--- src/rtl/mul_share_arbiter.sv ---
// mul_share_arbiter
//   Shares one pipelined, non-stallable integer multiplier between NR_REQ
//   requesters. A combinational round-robin arbiter picks one eligible
//   requester per cycle. A tag pipe remembers which requester issued each
//   in-flight op, so that the returning result goes to that requester's
//   first-word-fall-through result FIFO. Issue is credit-based, so a result
//   always finds a free slot.
//
// Operation encoding (fu_op, 3 bits):
//   MUL=0, MULH=1, MULHU=2, MULHSU=3, MULW=4
//
// Ports
//   clk_i, rst_i          clock, synchronous active-high reset
//   flush_i               drop every in-flight and buffered op
//   req_valid_i/ready_o   per-requester handshake (ready is one-hot or zero)
//   req_op_i/a_i/b_i      per-requester operation and operands
//   req_trans_id_i        per-requester transaction ID
//   mul_*_o               issue port to the multiplier
//   mul_valid_i/result_i  multiplier result, MUL_LATENCY cycles after issue
//   mul_trans_id_i        transaction ID returned with the result
//   res_valid_o/ready_i   per-requester result FIFO head handshake
//   res_data_o/trans_id_o per-requester FIFO head contents (zero when empty)
module mul_share_arbiter #(
  parameter int NR_REQ        = 2,
  parameter int XLEN          = 64,
  parameter int TRANS_ID_BITS = 2,
  parameter int MUL_LATENCY   = 1,
  parameter int RES_DEPTH     = 2
) (
  input  logic                                   clk_i,
  input  logic                                   rst_i,
  input  logic                                   flush_i,
  input  logic [NR_REQ-1:0]                      req_valid_i,
  output logic [NR_REQ-1:0]                      req_ready_o,
  input  logic [NR_REQ-1:0][2:0]                 req_op_i,
  input  logic [NR_REQ-1:0][XLEN-1:0]            req_a_i,
  input  logic [NR_REQ-1:0][XLEN-1:0]            req_b_i,
  input  logic [NR_REQ-1:0][TRANS_ID_BITS-1:0]   req_trans_id_i,
  output logic                                   mul_valid_o,
  output logic [2:0]                             mul_op_o,
  output logic [XLEN-1:0]                        mul_a_o,
  output logic [XLEN-1:0]                        mul_b_o,
  output logic [TRANS_ID_BITS-1:0]               mul_trans_id_o,
  input  logic                                   mul_valid_i,
  input  logic [XLEN-1:0]                        mul_result_i,
  input  logic [TRANS_ID_BITS-1:0]               mul_trans_id_i,
  output logic [NR_REQ-1:0]                      res_valid_o,
  input  logic [NR_REQ-1:0]                      res_ready_i,
  output logic [NR_REQ-1:0][XLEN-1:0]            res_data_o,
  output logic [NR_REQ-1:0][TRANS_ID_BITS-1:0]   res_trans_id_o
);

  localparam logic [2:0] OP_MUL = 3'd0;
  localparam int RR_W  = (NR_REQ > 1) ? $clog2(NR_REQ) : 1;
  localparam int PTR_W = (RES_DEPTH > 1) ? $clog2(RES_DEPTH) : 1;
  localparam int CNT_W = $clog2(RES_DEPTH + 1);
  localparam logic [CNT_W-1:0] CREDIT_MAX = CNT_W'(RES_DEPTH);

  // Control state
  logic [RR_W-1:0]        rr_ptr_q, rr_ptr_d;
  logic [CNT_W-1:0]       credit_q [NR_REQ];
  logic [CNT_W-1:0]       credit_d [NR_REQ];
  logic [MUL_LATENCY-1:0] tag_vld_q, tag_vld_d;
  logic [PTR_W-1:0]       wr_ptr_q [NR_REQ];
  logic [PTR_W-1:0]       wr_ptr_d [NR_REQ];
  logic [PTR_W-1:0]       rd_ptr_q [NR_REQ];
  logic [PTR_W-1:0]       rd_ptr_d [NR_REQ];
  logic [CNT_W-1:0]       cnt_q    [NR_REQ];
  logic [CNT_W-1:0]       cnt_d    [NR_REQ];

  // Data state (not reset: only meaningful under a valid/count)
  logic [RR_W-1:0]          tag_src_q  [MUL_LATENCY];
  logic [RR_W-1:0]          tag_src_d  [MUL_LATENCY];
  logic [XLEN-1:0]          mem_data_q [NR_REQ][RES_DEPTH];
  logic [XLEN-1:0]          mem_data_d [NR_REQ][RES_DEPTH];
  logic [TRANS_ID_BITS-1:0] mem_id_q   [NR_REQ][RES_DEPTH];
  logic [TRANS_ID_BITS-1:0] mem_id_d   [NR_REQ][RES_DEPTH];

  logic [NR_REQ-1:0] eligible, grant, push, pop;
  logic              grant_any;
  logic [RR_W-1:0]   grant_idx;
  logic [RR_W:0]     arb_sum;
  logic [RR_W-1:0]   arb_idx;

  function automatic logic [PTR_W-1:0] ptr_inc(input logic [PTR_W-1:0] p);
    return (p == PTR_W'(RES_DEPTH - 1)) ? '0 : p + PTR_W'(1);
  endfunction

  // Stage: arbitration (combinational). Credits come only from registered
  // state, so res_ready_i has no combinational path to req_ready_o.
  always_comb begin
    eligible  = '0;
    grant     = '0;
    grant_any = 1'b0;
    grant_idx = '0;
    arb_sum   = '0;
    arb_idx   = '0;
    for (int i = 0; i < NR_REQ; i++) begin
      eligible[i] = req_valid_i[i] && (credit_q[i] != '0);
    end
    for (int k = 0; k < NR_REQ; k++) begin
      arb_sum = {1'b0, rr_ptr_q} + (RR_W+1)'(k);
      if (arb_sum >= (RR_W+1)'(NR_REQ)) arb_sum = arb_sum - (RR_W+1)'(NR_REQ);
      arb_idx = arb_sum[RR_W-1:0];
      if (!grant_any && !flush_i && !rst_i && eligible[arb_idx]) begin
        grant[arb_idx] = 1'b1;
        grant_any      = 1'b1;
        grant_idx      = arb_idx;
      end
    end
  end

  assign req_ready_o = grant;

  always_comb begin
    rr_ptr_d = rr_ptr_q;
    if (grant_any) begin
      rr_ptr_d = (grant_idx == RR_W'(NR_REQ - 1)) ? '0 : grant_idx + RR_W'(1);
    end
  end

  // Issue mux: zero operands and MUL when idle.
  always_comb begin
    mul_valid_o    = grant_any;
    mul_op_o       = OP_MUL;
    mul_a_o        = '0;
    mul_b_o        = '0;
    mul_trans_id_o = '0;
    for (int i = 0; i < NR_REQ; i++) begin
      if (grant[i]) begin
        mul_op_o       = req_op_i[i];
        mul_a_o        = req_a_i[i];
        mul_b_o        = req_b_i[i];
        mul_trans_id_o = req_trans_id_i[i];
      end
    end
  end

  // Stage: tag pipe, last stage lines up with mul_valid_i.
  always_comb begin
    tag_vld_d    = '0;
    tag_src_d    = tag_src_q;
    tag_vld_d[0] = grant_any;
    tag_src_d[0] = grant_idx;
    for (int k = 1; k < MUL_LATENCY; k++) begin
      tag_vld_d[k] = tag_vld_q[k-1];
      tag_src_d[k] = tag_src_q[k-1];
    end
    if (flush_i) tag_vld_d = '0;
  end

  // Stage: result FIFOs and credits.
  always_comb begin
    for (int i = 0; i < NR_REQ; i++) begin
      res_valid_o[i] = (cnt_q[i] != '0);
      push[i] = tag_vld_q[MUL_LATENCY-1] && (tag_src_q[MUL_LATENCY-1] == RR_W'(i)) && !flush_i;
      pop[i]  = res_valid_o[i] && res_ready_i[i] && !flush_i;
    end
  end

  always_comb begin
    mem_data_d = mem_data_q;
    mem_id_d   = mem_id_q;
    for (int i = 0; i < NR_REQ; i++) begin
      wr_ptr_d[i] = wr_ptr_q[i];
      rd_ptr_d[i] = rd_ptr_q[i];
      cnt_d[i]    = cnt_q[i];
      credit_d[i] = credit_q[i];
      if (push[i]) begin
        mem_data_d[i][wr_ptr_q[i]] = mul_result_i;
        mem_id_d[i][wr_ptr_q[i]]   = mul_trans_id_i;
        wr_ptr_d[i]                = ptr_inc(wr_ptr_q[i]);
      end
      if (pop[i]) rd_ptr_d[i] = ptr_inc(rd_ptr_q[i]);
      case ({push[i], pop[i]})
        2'b10:   cnt_d[i] = cnt_q[i] + CNT_W'(1);
        2'b01:   cnt_d[i] = cnt_q[i] - CNT_W'(1);
        default: cnt_d[i] = cnt_q[i];
      endcase
      case ({grant[i], pop[i]})
        2'b10:   credit_d[i] = credit_q[i] - CNT_W'(1);
        2'b01:   credit_d[i] = credit_q[i] + CNT_W'(1);
        default: credit_d[i] = credit_q[i];
      endcase
      if (flush_i) begin
        wr_ptr_d[i] = '0;
        rd_ptr_d[i] = '0;
        cnt_d[i]    = '0;
        credit_d[i] = CREDIT_MAX;
      end
    end
  end

  // Head outputs are forced to zero when empty so reset leaves them clean.
  always_comb begin
    for (int i = 0; i < NR_REQ; i++) begin
      res_data_o[i]     = res_valid_o[i] ? mem_data_q[i][rd_ptr_q[i]] : '0;
      res_trans_id_o[i] = res_valid_o[i] ? mem_id_q[i][rd_ptr_q[i]]   : '0;
    end
  end

  always_ff @(posedge clk_i) begin
    if (rst_i) begin
      rr_ptr_q  <= '0;
      tag_vld_q <= '0;
      for (int i = 0; i < NR_REQ; i++) begin
        credit_q[i] <= CREDIT_MAX;
        wr_ptr_q[i] <= '0;
        rd_ptr_q[i] <= '0;
        cnt_q[i]    <= '0;
      end
    end else begin
      rr_ptr_q  <= rr_ptr_d;
      tag_vld_q <= tag_vld_d;
      for (int i = 0; i < NR_REQ; i++) begin
        credit_q[i] <= credit_d[i];
        wr_ptr_q[i] <= wr_ptr_d[i];
        rd_ptr_q[i] <= rd_ptr_d[i];
        cnt_q[i]    <= cnt_d[i];
      end
    end
  end

  always_ff @(posedge clk_i) begin
    tag_src_q  <= tag_src_d;
    mem_data_q <= mem_data_d;
    mem_id_q   <= mem_id_d;
  end

  // A tracked op must come back exactly when the tag pipe says so.
  a_tag_align: assert property (@(posedge clk_i) disable iff (rst_i)
    tag_vld_q[MUL_LATENCY-1] |-> mul_valid_i);

  for (genvar gi = 0; gi < NR_REQ; gi++) begin : g_fifo_chk
    a_no_overflow: assert property (@(posedge clk_i) disable iff (rst_i)
      (push[gi] && (cnt_q[gi] == CREDIT_MAX)) |-> pop[gi]);
  end

endmodule
--- config.mk ---
export PLATFORM = sky130hd
export DESIGN_NAME = mul_share_arbiter
export DESIGN_NICKNAME = d
export VERILOG_FILES = /design/src/rtl/mul_share_arbiter.sv
export SDC_FILE = /design/constraint.sdc
export NUM_CORES = 1
export LEC_CHECK = 0
export BUFFER_PORTS_ARGS = -buffer_cell sky130_fd_sc_hd__buf_2
export CORE_AREA = 2 2 238 240
export DETAILED_ROUTE_END_ITERATION = 10
export DIE_AREA = 0 0 240 242
export HOLD_SLACK_MARGIN = 0.15
export SLEW_MARGIN = 15
export SYNTH_ARGS = -nofsm -noshare
export SYNTH_HDL_FRONTEND = slang
export SYNTH_SLANG_ARGS = --single-unit
--- constraint.sdc ---
create_clock -name clk_i -period 5.4 [get_ports clk_i]
set_input_delay 1.35 -clock clk_i [delete_from_list [all_inputs] [get_ports clk_i]]
set_output_delay 1.35 -clock clk_i [all_outputs]
set_load 0.01 [all_outputs]
==> flow_summary.toml <==
[run_status]
status = "finished clean"

[routing]
vias = 11100
vias_per_cell = 4.488
drt_iter0_markers = 657
drtPass1Iterations = 8
ant_nets = 0
routedWlPerCell_microns = 21.27
drc = 0
finalWirelength_microns = 52600

[layout]
stdcell_count = 2473
drive_above_1_share_pct = 43.26
area_growth_pct = 36.80
fin_nets = 2023
nFillCells = 5724

[timing]
slew_headroom_pct = 34.31
fmax_mhz = 235.9
tns_ns = 0
period_minus_slack_ns = 4.239
setup_viol = 0
period_share_pct = 78.51
rsz0062_at_grt = "no"
slew_violations = 0
hold_viol_final = 0
worst_slew_pin_slew_ns = 0.9854
final.setup_skew_ns = 0.01481
fin_ws_ns = 1.161

[grt]
grt_pass1_vias = 10780
grt_overflow = 0
grt_antenna_before_repair = 42
track_usage_pct = 16.99
grt_max_degree = 85
grt_first_pass_wirelength_microns = 72150

[pwr]
powerDensity_nw_per_um2 = 267.5
leakage_uw = 0.007034
vdd_drop_max_uv = 273.5

[synthesis]
syn-num-nets = 1447
synthTopCellsByCount = "nand2_1, edfxtp_1, nor2_1"
yosys.cell_types.count = 28
yosys_warnings = 0
synthMostInstantiatedCell = "nand2_1"
yosysTopAreaCellShare_pct = 60.71
syn_inst = 1103
syn-cell-area_sq_um = 13060
synth_area_leaders = "edfxtp_1, mux2i_1, nand2_1"
ys_async_sr_fraction_pct = 0
yosys.area.top_type = "edfxtp_1"
yosysSeqAreaShare_pct = 63.01
ys_seq_elements = 279
ys.flop_type = "edfxtp_1"
synth_edf_count = 264
avgSynthCellArea_sq_um = 11.84

[critical_path]
cp.required_ns = 4.05
cp_max_fo = 24
crit_arrival_ns = 2.89
startpoint_type = "input pin"
crit_type = "in -> out"
cp-end-kind = "output pin"

[die]
chipWidth_microns = 240
rows = 87
die_area_sq_um = 58080
core-area_sq_um = 55730
start_util_pct = 23.43
chipHeight_microns = 242
io_pins = 610

[clock_tree]
cts_made_buffers = 27
cts_root_buffer = "clkbuf_16"
clock_sinks = 279
htreeDepth = 1
insertion_delay_ns = 0.54
clk_pin_slew_ns = 0.06
post_cts_buffers = 0
clock_path_buffers = 3
post_cts_resized = 0
cts_hold_buffers = 0
cts_tree = "done"

[placement]
portBuffers = 608
hpwl_microns = 40270
gp_congestion = 0.9482
dp.cells = 2406
pre_cts_ws_ns = 1.113

[job]
maxCapViolations = 0

[worst_hold_path]
hold_path_class = "reg -> reg"
path summary, 6_finish.rpt:
path | start | end | slack [ns] | cells past startpoint
worst max register to register | credit_q[0][0]$_SDFFE_PP0P_ | credit_q[0][3]$_SDFFE_PP1P_ | 3.01 | 7
worst min register to register | credit_q[0][1]$_SDFFE_PP1P_ | credit_q[0][1]$_SDFFE_PP1P_ | 0.52 | 2
worst min-delay path | credit_q[0][1]$_SDFFE_PP1P_ | credit_q[0][1]$_SDFFE_PP1P_ | 0.52 | 2
worst max-delay path | req_valid_i[1] | mul_b_o[12] | 1.16 | 6
cells in the final DEF, fill, tap and decap left out, types with 3 or more instances in the layout:
cell	n
or3_1	5
xor2_1	8
mux2i_1	132
a21oi_1	5
nand2_1	266
or2_2	3
clkbuf_1	4
o22ai_1	93
edfxtp_1	264
bufinv_16	4
clkbuf_16	27
ha_1	4
diode_2	18
dfxtp_1	13
buf_2	608
o21ai_0	7
xnor2_1	4
buf_4	24
clkinv_2	6
o22ai_2	40
buf_12	7
clkinv_1	5
nor2_1	145
nor2_4	6
inv_1	5
metrics by stage:
step	util, %	hold WS [ns]	power (uW)	area [sq um]
floorplan	-	0.4651	2667	13060
finish	32.05	0.5192	4779	17860
CTS	31.97	0.5230	4846	17820
global route	32.01	0.5459	4954	17840
detailed placement	30.38	0.5127	2930	16930
global placement	30.38	0.4992	2921	16930
state kept, by name, summed over array words and instances (netlist names):
register / flops
tag_src_q: 1
rr_ptr_q: 1
cnt_q: 4
credit_q: 4
mem_id_q: 8
tag_vld_q: 1
wr_ptr_q: 2
rd_ptr_q: 2
mem_data_q: 256
power by group:
group          switching [uW]  total, uW  internal, uW
Sequential               6.28       2390          2380
Combinational             289        491           202
Clock                     788       1900          1110
Total                    1080       4780          3700
worst max-delay path, stage by stage:
cell      delay, ns
buf_2          0.08
o21ai_2        0.09
o21bai_4       0.54
buf_4          0.44
o22ai_1        0.13
buf_2          0.23
routing by layer:
metal	vias to the layer above	share of wire (%)	global-route usage (%)
met3	130	7.9	4.205
met5	-	0.044	0
li1	5116	-	-
met4	4	5.1	7.581
met2	493	52	32.06
met1	5355	35	17.47
logic make-up after synthesis:
kind of cell	after synthesis	share of synthesized area (%)
xor gates and xnor gates	12	0.8049
adders and majority gates	4	0.3833
buffers and inverters	97	4.015
muxes	132	10.12
and+or+nand+nor	430	12.67
AOI/OAI and AO/OA	149	8.998
DFF	279	63.01
area by class of cell:
type | instances | area [sq um] | area share, %
tap | 756 | 945.9 | 5.296
multi-input combinational | 727 | 4368 | 24.45
clock buffer | 31 | 690.7 | 3.867
clock inverter | 18 | 195.2 | 1.093
antenna | 18 | 45.04 | 0.2522
inverter | 5 | 18.77 | 0.1051
sequential | 279 | 8235 | 46.11
timing repair buffer | 639 | 3363 | 18.83
(Power assumes the default switching activity.)
